--- src/rtl/s2p_pkg.sv ---
// Shared types and sizing helpers for the serial-to-parallel frame driver.
package s2p_pkg;

  localparam int BYTE_W = 8;

  typedef enum logic [1:0] {
    S_IDLE  = 2'd0,
    S_SHIFT = 2'd1,
    S_LATCH = 2'd2
  } state_e;

  function automatic int dw_of(input int chain);
    return BYTE_W * chain;
  endfunction

  // Bit-counter width; a one-bit counter is the floor even for tiny frames.
  function automatic int cw_of(input int chain);
    int w;
    w = $clog2(BYTE_W * chain);
    return (w < 1) ? 1 : w;
  endfunction

endpackage

--- src/rtl/s2p_frame_drv.sv ---
// Serialises a parallel frame MSB-first into a daisy chain of 8-bit
// shift/latch registers, then strobes the storage latch once.
//
// state | meaning
// IDLE  | sin parked at IDLE_BIT, ready for a frame
// SHIFT | frame bits leaving on sin, MSB first
// LATCH | chain full; st_clk high for one period, next frame may be accepted
module s2p_frame_drv
  import s2p_pkg::*;
#(
  parameter int   CHAIN    = 1,
  parameter logic IDLE_BIT = 1'b0,
  localparam int  DW       = dw_of(CHAIN),
  localparam int  CW       = cw_of(CHAIN)
) (
  input  logic          clk,
  input  logic          rst_n,
  input  logic [DW-1:0] din,
  input  logic          din_valid,
  output logic          din_ready,
  input  logic          oe_en,
  output logic          sin,
  output logic          st_clk,
  output logic          oe_n,
  output logic          busy
);

  localparam logic [1:0] IDLE  = S_IDLE;
  localparam logic [1:0] SHIFT = S_SHIFT;
  localparam logic [1:0] LATCH = S_LATCH;

  logic [1:0]    state;
  logic [1:0]    nxt;
  logic [CW-1:0] cnt;
  logic [CW-1:0] cnt_m1;
  logic [DW-1:0] shadow;
  logic          loaded;
  logic          accept;
  logic          strobe;

  assign accept = din_valid & din_ready;
  assign cnt_m1 = cnt - 1'b1;
  assign strobe = (state == LATCH);

  always_comb begin
    nxt = state;
    case (state)
      IDLE:    if (accept) nxt = SHIFT;
      SHIFT:   if (cnt == '0) nxt = LATCH;
      LATCH:   nxt = accept ? SHIFT : IDLE;
      default: nxt = IDLE;
    endcase
  end

  always_ff @(posedge clk or negedge rst_n) begin
    if (!rst_n) begin
      state     <= IDLE;
      cnt       <= '0;
      shadow    <= '0;
      sin       <= IDLE_BIT;
      din_ready <= 1'b0;
      busy      <= 1'b0;
      loaded    <= 1'b0;
      oe_n      <= 1'b1;
    end else begin
      state     <= nxt;
      din_ready <= (nxt != SHIFT);
      busy      <= (nxt != IDLE);
      oe_n      <= ~(oe_en & loaded);
      if (state == LATCH) loaded <= 1'b1;

      if (accept) begin
        shadow <= din;
        sin    <= din[DW-1];
        cnt    <= CW'(DW - 1);
      end else if (state == SHIFT) begin
        if (cnt == '0) begin
          sin <= IDLE_BIT;
        end else begin
          sin <= shadow[cnt_m1];
          cnt <= cnt_m1;
        end
      end else begin
        sin <= IDLE_BIT;
      end
    end
  end

  // Falling-edge strobe: the latch samples midway between shift edges.
  always_ff @(negedge clk or negedge rst_n) begin
    if (!rst_n) st_clk <= 1'b0;
    else        st_clk <= strobe;
  end

endmodule

--- config.mk ---
export PLATFORM = sky130hd
export DESIGN_NAME = s2p_frame_drv
export DESIGN_NICKNAME = d
export VERILOG_FILES = /design/src/rtl/s2p_pkg.sv /design/src/rtl/s2p_frame_drv.sv
export SDC_FILE = /design/constraint.sdc
export NUM_CORES = 1
export LEC_CHECK = 0
export ABC_CLOCK_PERIOD_IN_PS = 2800
export CAP_MARGIN = 30
export CORE_MARGIN = 1
export CORE_UTILIZATION = 50
export DETAILED_ROUTE_END_ITERATION = 6
export PLACE_DENSITY = 0.85
export RECOVER_POWER = 25
export SYNTH_ARGS = -nofsm -noshare
export SYNTH_HDL_FRONTEND = slang
export SYNTH_SLANG_ARGS = --single-unit
--- constraint.sdc ---
create_clock -name clk -period 2.8 [get_ports clk]
set_clock_uncertainty 0.1 [all_clocks]
set_input_delay 0.28 -clock clk [delete_from_list [all_inputs] [get_ports clk]]
set_output_delay 0.28 -clock clk [all_outputs]
set_load 0.02 [all_outputs]
==> results of run 1 <==
cells in the final DEF, fill, tap and decap left out:
cell             instances
mux2i_1                  1
clkinv_2                 1
mux2_2                   7
nand2_1                  5
ha_1                     2
a21oi_1                  1
dlygate4sd3_1            2
dfrtn_1                  1
nand3_1                  3
or2_2                    1
dfstp_2                  1
dfrtp_1                 17
inv_1                    3
or4_1                    1
nor3_1                   1
o21ai_0                  5
clkdlybuf4s15_1          1
clkbuf_1                 1
xor2_1                   1
o21ai_1                  1
clkdlybuf4s50_1         13
nand2b_1                 2
o21a_1                   1
clkbuf_4                 3
nor2_1                   1
mux4_1                   2
nor2b_1                  3
o211ai_1                 1
logic make-up (layout without fill, tap and decap cells):
kind of cell	after synthesis	count (layout)	synth area share, %
flip-flops	19	19	59.16
buffers and inverters	4	24	2.018
AO/OA/AOI/OAI	9	9	6.210
XOR/XNOR	1	1	1.087
adder cells (fa/ha/maj)	2	2	3.105
AND/OR/NAND/NOR	17	17	10.87
multiplexers	10	10	17.55
how the worst max path moves through the flow:
stage,slack (ps),end
floorplan,550,st_clk
global placement,70,st_clk
detailed placement,50,st_clk
CTS,20,st_clk
global route,2,st_clk
finish,40,st_clk
per-layer routing:
layer	global-route usage, %	share of wire [%]	up-vias
li1	-	-	260
met1	18.45	42	263
met3	2.586	3.4	2
met5	0	0	-
met4	11.25	1.4	0
met2	30.94	53	13
state kept, by name, summed over array words and instances (netlist names):
register and cells:
din_ready 1, state 2, st_clk 1, shadow 8, busy 1, sin 1, oe_n 1, loaded 1
cnt 3
per-stage QoR:
stage	hold WS, ps	std cells	setup slack (ps)	power [W]
final	285.3	98	40.15	0.0009951
after global routing	312.9	98	1.645	0.001071
after CTS	268.3	98	17.73	0.001010
after detailed placement	272.0	94	49.41	0.0008708
after global placement	271.2	94	65.71	0.0008543
after floorplan	-115.6	62	547.3	0.0007437
report_power, final:
part | switching, W | internal, W
logic | 0.000183 | 0.000225
registers | 0.0000654 | 0.000386
clock network | 0.0000835 | 0.0000531
total | 0.000332 | 0.000663
final cells by class:
class	instances	area, µm²
well taps	16	20.02
clock buffers	3	22.52
flip-flops and latches	19	476.7
repair buffers	17	163.9
multi-input cells	39	312.8
inverters	3	11.26
fillers	119	494.2
clock inverters	1	5.005
==> impl_metrics.csv, run 1 <==
group,metric,value,unit
grt,globalRoute.totalOverflow,0,
worst_hold_path,hold_end,"oe_n",
worst_setup_path,cp_max_fo,1,
cts,cts_root_buf,"clkbuf_4",
outcome,outcome,"finished clean",
die,start_util,53.49,%
worst_setup_path,timing.rr.start,"state[1]",
die,core_area,0.001506,mm²
worst_setup_path,r2r_setup_slack,610,ps
cts,ctsResizeCount,2,
die,boundaryPins,17,
synth,netlist_instances,62,
synth,synthArstFlopShare,100.0,%
die,die_area,0.001776,mm²
route,drt_pre_antenna_iters,4,
grt,grt_max_degree,19,
cts,cts.sinks,19,
worst_setup_path,worst_setup_path_end_kind,"output port",
layout,n_antenna_cell,0,
worst_setup_path,cp_slowest_cell,"dfrtn_1",
worst_setup_path,worst-path-stages,1,
worst_setup_path,ff2ff_path_depth,1,
worst_setup_path,worst-path-buf-inv,1,
synth,synth-seq-cells,19,
worst_setup_path,critical_path.cell_chain,"clkdlybuf4s15_1",
route,wl,1280,µm
worst_hold_path,hold_depth,1,
route,num_vias,538,
die,die_y,42.15,µm
die,fp-row-count,14,
synth,yosys-top-cells-count,"dfrtp_1 (17), mux2_2 (7), nand2_1 (5), o21ai_0 (5)",
worst_hold_path,hp-class,"flop to flop",
placement,place_area,988.4,µm²
worst_setup_path,critPathArrivalTime,2380,ps
synth,syn_area,805.8,µm²
cts,clock_latency,290,ps
route,ant_nets,0,
cts,path_clk_slew,110,ps
layout,utilization,67.19,%
worst_setup_path,cpLargestDelayFamily,"flip-flops",
route,first_iter_violations,1,
worst_setup_path,cp-start-kind,"flop",
grt,grt_pass1_wl,2194,µm
timing,hold_viol_final,0,
synth,ys.warnings.count,0,
worst_setup_path,crit_path_start,"st_clk",
worst_setup_path,path_class,"flop to output port",
synth,synth_edf_count,0,
die,die_w,42.15,µm
worst_hold_path,worstHoldStart,"loaded",
grt,antenna_found_initial,0,
cts,clockBufferDepth,2,
route,vias_per_cell,5.490,
synth,synth_top_area_cell,"dfrtp_1",
synth,syn_nets,76,
synth,yosysTopAreaCellShare,52.80,%
power_and_ir_drop,power_leakage,0.4500,nW
worst_setup_path,slowest_delay,400,ps
power_and_ir_drop,peakVddDrop,0.5474,mV
timing,finalMaxSlewViolations,0,
grt,grt_pass1_vias,558,
cts,tritoncts,"built",
synth,avgSynthCellArea,13.00,µm²
placement,place_congestion,0.7063,
placement,port_buffers,16,
layout,fin_area,0.001012,mm²
route,wl_per_cell,13.06,µm
cts,postCtsHoldBufs,0,
placement,place_hpwl,938.6,µm
timing,slew_headroom,36.70,%
layout,drive_above_1_share,15.85,%
worst_setup_path,worstReg2RegEnd,"st_clk",
timing,worst_pin_slew,949.5,ps
synth,ys_seq_area_share,59.16,%
synth,synth_flop_cell,"dfrtp_1",
grt,grt_use_total,17.16,%
power_and_ir_drop,pwr_density_cell,983.1,mW/mm²
timing,finalSetupTns,0,ps
cts,numCtsBuffers,3,
layout,area_growth,25.62,%
cts,cts.htree.levels,1,
route,drc,0,
layout,nNetsFinal,97,
timing,rsz0062_at_grt,"false",
run,maxCapViolations,0,
synth,synth.area.top_cells,"dfrtp_1 (53%), mux2_2 (9.8%), mux4_1 (6.5%)",
cts,post_cts_buffers,0,
synth,yosysMostFrequentCell,"dfrtp_1",
synth,synth_cell_types,23,
timing,setup_viol,0,
worst_setup_path,worstPathRequired,2420,ps
(Power assumes the default switching activity.)
==> run 2, diff against run 1 <==
Settings changed: TNS_END_PERCENT set to 1.
==> results of run 2 <==
The final DEF is identical to that of run 1; final timing and power are the same.
==> run 3, diff against run 2 <==
Settings changed: ABC_CLOCK_PERIOD_IN_PS 2800 to 3600, GPL_TIMING_DRIVEN set to 0.
Clock period 2.8 ns to 3.6 ns, I/O delays scaled along.
==> run 3 against run 2 <==
- die area stayed put
- utilization increased by 0.083 points
- highest routed layer unchanged
- cell area increased by 0.12%
- critical path depth stayed put
- sequential cell count stayed put
- worst hold slack better by 10 ps
- global-route usage grew 0.77 points
- critical path type unchanged
==> impl_metrics.csv, run 3 (synthesized netlist as in run 1, its figures left out) <==
group,metric,value,unit
outcome,outcome,"finished clean",
worst_hold_path,worstHoldStart,"loaded",
layout,final_cell_mix,"dfrtp_1 (17), clkdlybuf4s50_1 (13), mux2_2 (7)",
layout,final_common_cell,"dfrtp_1",
grt,grt_pass1_wl,2318,µm
route,first_iter_violations,7,
worst_setup_path,timing.rr.start,"state[1]",
cts,cts.htree.levels,1,
power_and_ir_drop,pwr_density_cell,768.6,mW/mm²
timing,setup_ws,68.69,ps
route,drt_pre_antenna_iters,3,
cts,clock_latency,290,ps
placement,place_hpwl,962.8,µm
grt,grt_max_degree,20,
die,fp-row-count,14,
timing,worst_pin_slew,838.7,ps
cts,path_clk_slew,100,ps
die,die_w,42.15,µm
worst_hold_path,hold_depth,1,
worst_setup_path,worst-path-buf-inv,1,
cts,cts_root_buf,"clkbuf_4",
worst_setup_path,worst_setup_path_end_kind,"output port",
route,vias_per_cell,5.357,
layout,n_antenna_cell,0,
timing,setup_viol,0,
worst_setup_path,critPathArrivalTime,3070,ps
timing,slew_headroom,43.90,%
grt,antenna_found_initial,0,
layout,reg_top3,"shadow x8, cnt x3, state x2",
layout,area_growth,25.78,%
cts,postCtsHoldBufs,0,
placement,place_congestion,0.7115,
worst_setup_path,critical_path.cell_chain,"clkdlybuf4s50_1",
cts,clockBufferDepth,2,
cts,post_cts_buffers,0,
grt,grt_use_total,17.93,%
layout,nNetsFinal,97,
cts,ctsResizeCount,0,
run,maxCapViolations,0,
layout,regMostFlops,"shadow",
layout,fin_area,0.001013,mm²
die,die_area,0.001776,mm²
worst_setup_path,path_class,"flop to output port",
die,start_util,53.49,%
layout,fill_cells,118,
worst_setup_path,cp_slowest_cell,"clkdlybuf4s50_1",
layout,largest_register_ffs,8,
worst_setup_path,cpLargestDelayFamily,"buffers and inverters",
route,wl,1281,µm
route,wl_per_cell,13.07,µm
die,boundaryPins,17,
power_and_ir_drop,peakVddDrop,0.5157,mV
timing,hold_viol_final,0,
worst_setup_path,worstPathRequired,3140,ps
timing,rsz0062_at_grt,"false",
power_and_ir_drop,power_leakage,0.4509,nW
worst_setup_path,cp-start-kind,"flop",
power_and_ir_drop,finalPower,0.0007790,W
layout,drive_above_1_share,17.07,%
worst_setup_path,ff2ff_path_depth,1,
grt,grt_pass1_vias,527,
placement,port_buffers,16,
timing,finalMaxSlewViolations,0,
worst_setup_path,cp_max_fo,1,
cts,numCtsBuffers,3,
die,core_area,0.001506,mm²
worst_setup_path,worst-path-stages,1,
placement,place_area,985.9,µm²
timing,finalSetupTns,0,ps
cts,cts.sinks,19,
grt,globalRoute.totalOverflow,0,
route,num_vias,525,
route,drc,0,
route,ant_nets,0,
placement,place_ws,374.5,ps
worst_setup_path,slowest_delay,590,ps
cts,tritoncts,"built",
die,die_y,42.15,µm
worst_hold_path,hp-class,"flop to flop",
worst_setup_path,crit_path_start,"st_clk",
## run 3: area by class of cell
type / instances / area [µm²] / area share (%)
multi-input combinational: 39 / 312.8 / 30.86
inverter: 3 / 11.26 / 1.111
timing repair buffer: 16 / 160.2 / 15.80
clock inverter: 1 / 5.005 / 0.4938
clock buffer: 3 / 22.52 / 2.222
buffer: 1 / 5.005 / 0.4938
sequential: 19 / 476.7 / 47.04
tap: 16 / 20.02 / 1.975
## run 3: through the flow
stage	cells	hold slack (ps)	utilization (%)
CTS	98	304.5	67.28
global placement	94	274.6	65.45
detailed placement	94	287.8	65.45
floorplan	62	-35.59	-
finish	98	295.7	67.28
global route	98	319.0	67.28
## run 3: final timing paths
kind | to | slack (ps)
worst min register to register | oe_n | 300
worst max-delay path | st_clk | 70
worst max register to register | st_clk | 1020
worst min-delay path | oe_n | 300
max in group asynchronous | st_clk | 660
min in group asynchronous | sin | 500
## run 3: report_power, final
group          switching, W  internal, W
combinational      0.000148     0.000177
clock             0.0000625    0.0000413
sequential        0.0000505     0.000300
total              0.000261     0.000518
## run 3: routing by layer
| layer | GRT usage [%] | wire (µm) | vias to the layer above |
|---|---|---|---|
| li1 | - | - | 262 |
| met2 | 29.38 | 659 | 13 |
| met4 | 10.00 | 9 | 0 |
| met3 | 3.879 | 44 | 2 |
| met1 | 22.06 | 568 | 248 |
| met5 | 0 | 0 | - |
